[src/rtl/if_fetch_pkg.sv]
`default_nettype none
// ============================================================================
//  Module      : if_fetch_pkg
//  Description : Shared widths and FSM encoding for the instruction-fetch stage.
//  Revision    : 1.0 - initial release
// ============================================================================
package if_fetch_pkg;

   localparam int DEF_INST_ADDR_WIDTH = 16;
   localparam int DEF_INST_WIDTH      = 16;
   localparam int DEF_QUEUE_DEPTH     = 2;

   // START holds the PC for one cycle after reset; DRAIN swallows a request
   // that was in flight when a redirect arrived.
   typedef enum logic [1:0] {
      IF_START = 2'd0,
      IF_FETCH = 2'd1,
      IF_DRAIN = 2'd2
   } if_state_e;

endpackage
`default_nettype wire

[src/rtl/if_queue.sv]
`default_nettype none
// ============================================================================
//  Module      : if_queue
//  Description : Two-entry {pc, instruction} FIFO with flush; head registered.
//  Revision    : 1.0 - initial release
// ============================================================================
module if_queue #(
   parameter int AW = 16,
   parameter int DW = 16
) (
   input  logic          clk,
   input  logic          rst,
   input  logic          push_i,
   input  logic          pop_i,
   input  logic          flush_i,
   input  logic [AW-1:0] push_pc_i,
   input  logic [DW-1:0] push_inst_i,
   output logic [1:0]    count_o,
   output logic          head_valid_o,
   output logic [AW-1:0] head_pc_o,
   output logic [DW-1:0] head_inst_o
);

   logic [1:0]    count_q, count_d;
   logic [AW-1:0] pc0_q, pc0_d, pc1_q, pc1_d;
   logic [DW-1:0] in0_q, in0_d, in1_q, in1_d;

   // Entry 0 is always the head; a pop shifts entry 1 forward.
   always_comb begin
      count_d = count_q;
      pc0_d   = pc0_q;
      in0_d   = in0_q;
      pc1_d   = pc1_q;
      in1_d   = in1_q;
      if (flush_i) begin
         count_d = 2'd0;
      end else if (push_i && pop_i) begin
         if (count_q == 2'd2) begin
            pc0_d = pc1_q;
            in0_d = in1_q;
            pc1_d = push_pc_i;
            in1_d = push_inst_i;
         end else begin
            pc0_d = push_pc_i;
            in0_d = push_inst_i;
         end
      end else if (pop_i && count_q != 2'd0) begin
         pc0_d   = pc1_q;
         in0_d   = in1_q;
         count_d = count_q - 2'd1;
      end else if (push_i && count_q != 2'd2) begin
         if (count_q == 2'd0) begin
            pc0_d = push_pc_i;
            in0_d = push_inst_i;
         end else begin
            pc1_d = push_pc_i;
            in1_d = push_inst_i;
         end
         count_d = count_q + 2'd1;
      end
   end

   // Queue storage and occupancy registers.
   always_ff @(posedge clk or negedge rst) begin
      if (!rst) begin
         count_q <= 2'd0;
         pc0_q   <= '0;
         in0_q   <= '0;
         pc1_q   <= '0;
         in1_q   <= '0;
      end else begin
         count_q <= count_d;
         pc0_q   <= pc0_d;
         in0_q   <= in0_d;
         pc1_q   <= pc1_d;
         in1_q   <= in1_d;
      end
   end

   assign count_o      = count_q;
   assign head_valid_o = (count_q != 2'd0);
   assign head_pc_o    = pc0_q;
   assign head_inst_o  = in0_q;

endmodule
`default_nettype wire

[src/rtl/if_fetch.sv]
`default_nettype none
// ============================================================================
//  Module      : if_fetch
//  Description : Fetch FSM, pc_next mux and imem req/ack handshake feeding a
//                two-entry decode queue.
//  Revision    : 1.0 - initial release
// ============================================================================
module if_fetch
   import if_fetch_pkg::*;
#(
   parameter int INST_ADDR_WIDTH = DEF_INST_ADDR_WIDTH,
   parameter int INST_WIDTH      = DEF_INST_WIDTH,
   parameter int QUEUE_DEPTH     = DEF_QUEUE_DEPTH
) (
   input  logic                       clk,
   input  logic                       rst,
   input  logic [INST_ADDR_WIDTH-1:0] pc_cur,
   output logic [INST_ADDR_WIDTH-1:0] pc_next,
   output logic                       imem_req,
   output logic [INST_ADDR_WIDTH-1:0] imem_addr,
   input  logic                       imem_ack,
   input  logic [INST_WIDTH-1:0]      imem_data,
   input  logic                       redirect,
   input  logic [INST_ADDR_WIDTH-1:0] redirect_addr,
   output logic                       inst_valid,
   output logic [INST_WIDTH-1:0]      inst,
   output logic [INST_ADDR_WIDTH-1:0] inst_pc,
   input  logic                       inst_ready
);

   localparam logic [1:0]                 Q_FULL  = 2'(QUEUE_DEPTH);
   localparam logic [INST_ADDR_WIDTH-1:0] PC_STEP = {{(INST_ADDR_WIDTH-1){1'b0}}, 1'b1};

   if_state_e                  state_q, state_d;
   logic [INST_ADDR_WIDTH-1:0] drain_addr_q, drain_addr_d;
   logic [1:0]                 q_count;
   logic                       push;
   logic                       pop;

   // A pop coinciding with a redirect is dropped: the queue is flushed anyway.
   assign pop = inst_valid && inst_ready && !redirect;

   // Next state, request generation and pc_next selection.
   always_comb begin
      state_d      = state_q;
      drain_addr_d = drain_addr_q;
      imem_req     = 1'b0;
      imem_addr    = pc_cur;
      pc_next      = pc_cur;
      push         = 1'b0;
      case (state_q)
         IF_START: begin
            state_d = IF_FETCH;
         end
         IF_FETCH: begin
            // A same-cycle pop frees a slot, so a full queue may still fetch.
            imem_req = (q_count < Q_FULL) || pop;
            if (imem_req && imem_ack) begin
               pc_next = pc_cur + PC_STEP;
               push    = !redirect;
            end
            if (redirect && imem_req && !imem_ack) begin
               state_d      = IF_DRAIN;
               drain_addr_d = pc_cur;
            end
         end
         IF_DRAIN: begin
            // Keep the abandoned request stable until memory acknowledges it.
            imem_req  = 1'b1;
            imem_addr = drain_addr_q;
            if (imem_ack) begin
               state_d = IF_FETCH;
            end
         end
         default: begin
            state_d = IF_START;
         end
      endcase
      if (redirect) begin
         pc_next = redirect_addr;
      end
   end

   // FSM state and drain address registers.
   always_ff @(posedge clk or negedge rst) begin
      if (!rst) begin
         state_q      <= IF_START;
         drain_addr_q <= '0;
      end else begin
         state_q      <= state_d;
         drain_addr_q <= drain_addr_d;
      end
   end

   if_queue #(
      .AW (INST_ADDR_WIDTH),
      .DW (INST_WIDTH)
   ) u_queue (
      .clk          (clk),
      .rst          (rst),
      .push_i       (push),
      .pop_i        (pop),
      .flush_i      (redirect),
      .push_pc_i    (pc_cur),
      .push_inst_i  (imem_data),
      .count_o      (q_count),
      .head_valid_o (inst_valid),
      .head_pc_o    (inst_pc),
      .head_inst_o  (inst)
   );

endmodule
`default_nettype wire

[config.mk]
export PLATFORM = sky130hd
export DESIGN_NAME = if_fetch
export DESIGN_NICKNAME = d
export VERILOG_FILES = /design/src/rtl/if_fetch_pkg.sv /design/src/rtl/if_queue.sv /design/src/rtl/if_fetch.sv
export SDC_FILE = /design/constraint.sdc
export NUM_CORES = 1
export LEC_CHECK = 0
export ABC_CLOCK_PERIOD_IN_PS = 2400
export CORE_UTILIZATION = 50
export CTS_BUF_LIST = sky130_fd_sc_hd__clkbuf_4
export DETAILED_ROUTE_END_ITERATION = 10
export PLACE_DENSITY = 0.82
export RECOVER_POWER = 100
export SYNTH_ARGS = -nofsm -noshare
export SYNTH_HDL_FRONTEND = slang
export SYNTH_SLANG_ARGS = --single-unit
[constraint.sdc]
create_clock -name clk -period 2.4 [get_ports clk]
set_clock_uncertainty 0.1 [all_clocks]
set_input_delay 0.24 -clock clk [delete_from_list [all_inputs] [get_ports clk]]
set_output_delay 0.24 -clock clk [all_outputs]
set_load 0.02 [all_outputs]
Word level (Yosys, flattened, before mapping). Cells that the tools add are included.

Output and inout bits: 66. Register bits: 84. Logic and storage cells: 79.

Order comparisons: 1. Reduce and logical (&&, ||, !) cells: 23. Bitwise logic cells: 1. Muxes and demuxes: 34. Equality and inequality tests: 10. $add $sub $neg: 3.

Operators by type and width (count): 2-to-1 mux 16 bit (24); adder 16 x 1 -> 16 bit (second input constant) (1); 2-to-1 mux 2 bit (6); != test 2 bit (second input constant) (5); nonzero test 3 bit (3); logical AND 1 bit (8); case mux 2 bit (3 select lines) (1); AND reduction 2 bit (3); AND reduction 5 bit (1); equality test 2 bit (second input constant) (2); logical NOT 2 bit (2); != test 2 x 1 -> 1 bit (second input constant) (2); nonzero test 2 bit (2); AND reduction 3 bit (1); adder 2 x 1 -> 2 bit (second input constant) (1); equality test 2 x 1 -> 1 bit (second input constant) (1); logical NOT 1 bit (2); < comparator 2 bit (second input constant) (1); 2-to-1 mux 1 bit (2); case mux 1 bit (2 select lines) (1); subtractor 2 x 1 -> 2 bit (second input constant) (1); logical OR 1 bit (1); inverter 1 bit (1).

Longest topological paths before layout.
Depth after elaboration: 12. Gate-level depth with buffers: 7. Mapped depth without buffers: 6.

By module. A second synthesis with hierarchy kept.

Cell total of the unflattened synthesis: 452. Area, all modules: 4748.3 sq um.

Modules (own cells, without submodules): if_queue (sequential area each 1651.6 sq um, cells each 280, times used 1, area an instance 3196.8 sq um); if_fetch (sequential area each 450.4 sq um, cells each 172, times used 1, area an instance 1551.5 sq um).

Least setup slack after synthesis. No wires, ideal clock.

Kind: flip-flop to output port. Start point: register state_q[1]. End point: output port pc_next[15]. Cell stages (with the launch flop): 7. Required time: 2060 ps. Arrival: 1791 ps. Setup slack: 269 ps. Buffers on the path: 0. Cell sequence: dfrtp_1 > inv_1 > ha_1 > nand2_1 > a2111oi_4 > a31oi_1 > o31a_1.

Word-level cells in the longest chain between the ends: 3.

RTL lines: start: declaration (line if_fetch.sv:34) `if_state_e state_q, state_d;`; start signal: assignment (line if_fetch.sv:90) `state_q <= state_d;`; equality test 2 x 1 -> 1 bit (line if_fetch.sv:51) `case (state_q)`; 2-to-1 mux 16 bit (line if_fetch.sv:51); 2-to-1 mux 16 bit (line if_fetch.sv:79) `if (redirect) begin`; end: declaration (line if_fetch.sv:18) `output logic [INST_ADDR_WIDTH-1:0] pc_next,`.

Every way passes these cells.

Worst setup path in the final report.
Start point: register state_q[1]. End point: output port pc_next[13].

Same word-level chain as after synthesis.

==> flow_metrics.py <==
metrics = {
    "global_route": {
        "grt_first_pass_wirelength_um": 18600,
        "gr-usage-all-layers": 0.270,
        "gr-total-overflow": 0,
        "grt_max_degree": 46,
        "grt_use_met2": 0.464,
        "met3_usage": 0.0545,
        "top_usage_layer": "met2",
        "grt_pass1_vias": 3860,
        "gr-usage-met1": 0.334,
        "antenna_found_initial": 0,
    },
    "timing": {
        "worst_slew_pin_slew_ns": 0.976,
        "tns_ns": -0.405,
        "rsz0062_at_grt": "true",
        "hold_viol_final": 0,
        "drv_slew": 0,
        "period_share": 1.04,
        "setup_viol": 8,
        "worst_slack_ns": -0.0858,
        "maxSlewHeadroom": 0.349,
        "fmax_ghz": 0.402,
        "finalCriticalPeriod_ns": 2.49,
    },
    "synthesis": {
        "syn-mean-instance-area_um2": 10.9,
        "synth_warnings": 0,
        "yosysUniqueCellTypes": 40,
        "synth-simple-area-share": 0.103,
        "seq_area_frac_synth": 0.476,
        "synth_top_family_by_area": "multiplexers",
        "synth_flop_cell": "dfrtp_1",
        "syn_inst": 405,
        "synthesis.nets": 462,
        "synth_area_leaders": "dfrtp_1 (48%), mux2_1 (12%), mux2i_1 (8.6%), a21oi_1 (4.3%), nor2_1 (3.2%)",
        "yosys.area_share.xor_xnor": 0.0179,
        "synth_mux_area_frac": 0.239,
        "synth.most_common_cell": "dfrtp_1",
        "synth-async-reset-ratio": 1.00,
        "netlist_top_cells_count": "dfrtp_1 (84), mux2_1 (49), a21oi_1 (38), mux2i_1 (38), nor2_1 (38)",
        "synth-edff-count": 0,
        "syn_area_um2": 4420,
        "synth-compound-area-share": 0.110,
        "yosys.area.top_type": "dfrtp_1",
        "synth_fa_ha_area_frac": 0.0113,
        "yosysTopAreaCellShare": 0.476,
        "synth_seq_cells": 84,
    },
    "worst_setup_path": {
        "end_kind": "output pin",
        "cp-start-kind": "flop",
        "crit_arrival_ns": 2.15,
        "r2r.worst_path.cells": 7,
        "worstSetupPathType": "reg -> out",
        "critPathMaxFanout": 5,
        "regToRegSetupSlack_ns": 0.25,
        "crit_required_ns": 2.06,
    },
    "final_layout": {
        "fin_util": 0.750,
        "area_delta_synth_final_pct": 42.3,
        "final_nets": 620,
        "antenna_cells": 0,
        "fin_cells": 673,
        "drive_gt1_frac": 0.239,
    },
    "route": {
        "ant_nets": 0,
        "wire_per_inst_um": 17.5,
        "dr.first_iter.drc_count": 180,
        "viasPerCell": 5.54,
        "wirelength_um": 11700,
        "vias": 3730,
        "dr.pass1.iters": 4,
        "drc_errors": 0,
    },
    "place": {
        "gp_congestion": 0.928,
        "dpl.cell_count": 650,
        "place_worst_setup_slack_ns": -0.351,
        "dp_hpwl_um": 8450,
        "io_buffers": 118,
    },
    "outcome": {
        "violations": "setup timing",
        "status": "complete, but fails checks",
    },
    "min_path": {
        "hold_path.class": "in -> reg",
        "min_path_cells": 2,
    },
    "cts": {
        "htreeDepth": 3,
        "clk_pin_slew_ns": 0.15,
        "cts_made_buffers": 9,
        "cts_tree": "built",
        "clock_path_buffers": 2,
        "cts_root_buf": "clkbuf_4",
        "clock_sinks": 84,
        "insertion_delay_ns": 0.43,
    },
    "die": {
        "initial_utilization": 0.527,
        "io_pins": 119,
        "core_um2": 8380,
        "die-area_um2": 9210,
        "die_x_um": 96.0,
        "die_h_um": 96.0,
        "rows": 33,
    },
    "pwr": {
        "ir_drop_mv": 0.550,
        "sw_frac_of_total": 0.383,
        "power_density_nw_per_um2": 907,
        "p_leak_nw": 2.63,
        "power_frac_comb": 0.455,
        "power.internal_mw": 3.51,
        "pwr-share-seq": 0.400,
        "p_sw_mw": 2.18,
        "clkPwrFrac": 0.145,
    },
    "run": {
        "maxCapViolCount": 0,
    },
}
per-layer routing:
layer | wire [um] | share of wire
met1 | 5000 | 0.43
met3 | 567 | 0.048
met5 | 0 | 0
met4 | 291 | 0.025
met2 | 5890 | 0.50
registers in the layout, summed over array words and instances (netlist names):
register             flops
u_queue.in1_q           16
u_queue.pc1_q           16
state_q                  2
u_queue.head_inst_o     16
u_queue.head_pc_o       16
drain_addr_q            16
u_queue.count_o          2
final timing paths:
path                                 startpoint                       to
worst max-delay path                 state_q[1]              pc_next[13]
worst min-delay path               imem_data[1]         u_queue.in1_q[1]
worst max register to register       state_q[0]  u_queue.head_inst_o[11]
worst min register to register  drain_addr_q[0]          drain_addr_q[0]
max in group asynchronous                   rst         u_queue.pc1_q[5]
min in group asynchronous                   rst        u_queue.pc1_q[11]
metrics by stage:
stage	hold WS [ns]	instance area [um^2]	power, mW
2_1_floorplan	-0.156	4420	3.66
6_report	0.330	6280	5.70
3_3_place_gp	0.140	6090	4.86
3_5_place_dp	0.148	6090	5.00
4_1_cts	0.214	6230	5.79
5_1_grt	0.312	6280	6.05
logic make-up (layout without fill, tap and decap cells):
| group | after synthesis | in the layout |
|---|---|---|
| compound gates | 75 | 75 |
| flops | 84 | 84 |
| fa+ha+maj | 4 | 4 |
| mux | 98 | 98 |
| simple gates | 94 | 94 |
| buf+inv | 41 | 204 |
| xor+xnor | 9 | 9 |
repair_timing:
item / 4_1_cts / 5_1_grt
hold endpoints to repair: 39 / 0
pin swaps: 3 / 13
resized for setup: 129 / 15
hold buffers: 1 / 0
setup endpoints to repair: 33 / 27
setup buffers: 1 / 5
worst max-delay path, stage by stage (launching register included):
cell and delay [ns]:
dfrtp_1 0.41, inv_2 0.09, ha_4 0.15, nand2_2 0.08
a2111oi_4 0.24, buf_4 0.21, buf_4 0.11, mux2i_1 0.17
nand3_1 0.08, buf_2 0.17
final cells by class:
class                           count  area, um^2
Clock buffer                        9        67.6
Clock inverter                      7        75.1
Fill cell                         615        2100
Inverter                           11        41.3
Multi-Input combinational cell    280        2260
Sequential cell                    84        2100
Tap cell                          105         131
Timing Repair Buffer              177        1600
power by group through the flow:
stage	clock network (mW)	registers (mW)	logic [mW]
after floorplan	0	2.57	1.09
after global placement	0	2.27	2.59
after detailed placement	0	2.32	2.68
after CTS	0.852	2.29	2.64
after global routing	0.903	2.35	2.80
final	0.826	2.28	2.59
layout by cell type (no fill, tap or decap), types with 3 or more instances in the layout:
cell type,n
nand3_1,6
mux2_2,11
mux2_1,49
inv_2,3
dlygate4sd2_1,6
nor2b_1,7
nor2_1,38
buf_2,17
nand2_1,25
a211oi_2,4
clkdlybuf4s50_1,52
buf_4,55
a2111oi_4,4
buf_6,3
nor4_1,3
dlygate4sd3_1,33
xnor2_1,8
a21oi_1,36
buf_12,7
o21ai_1,11
mux2i_1,37
inv_1,8
o21ai_0,8
clkbuf_4,10
dfrtp_1,84
Power figures use the tool's default switching activity.
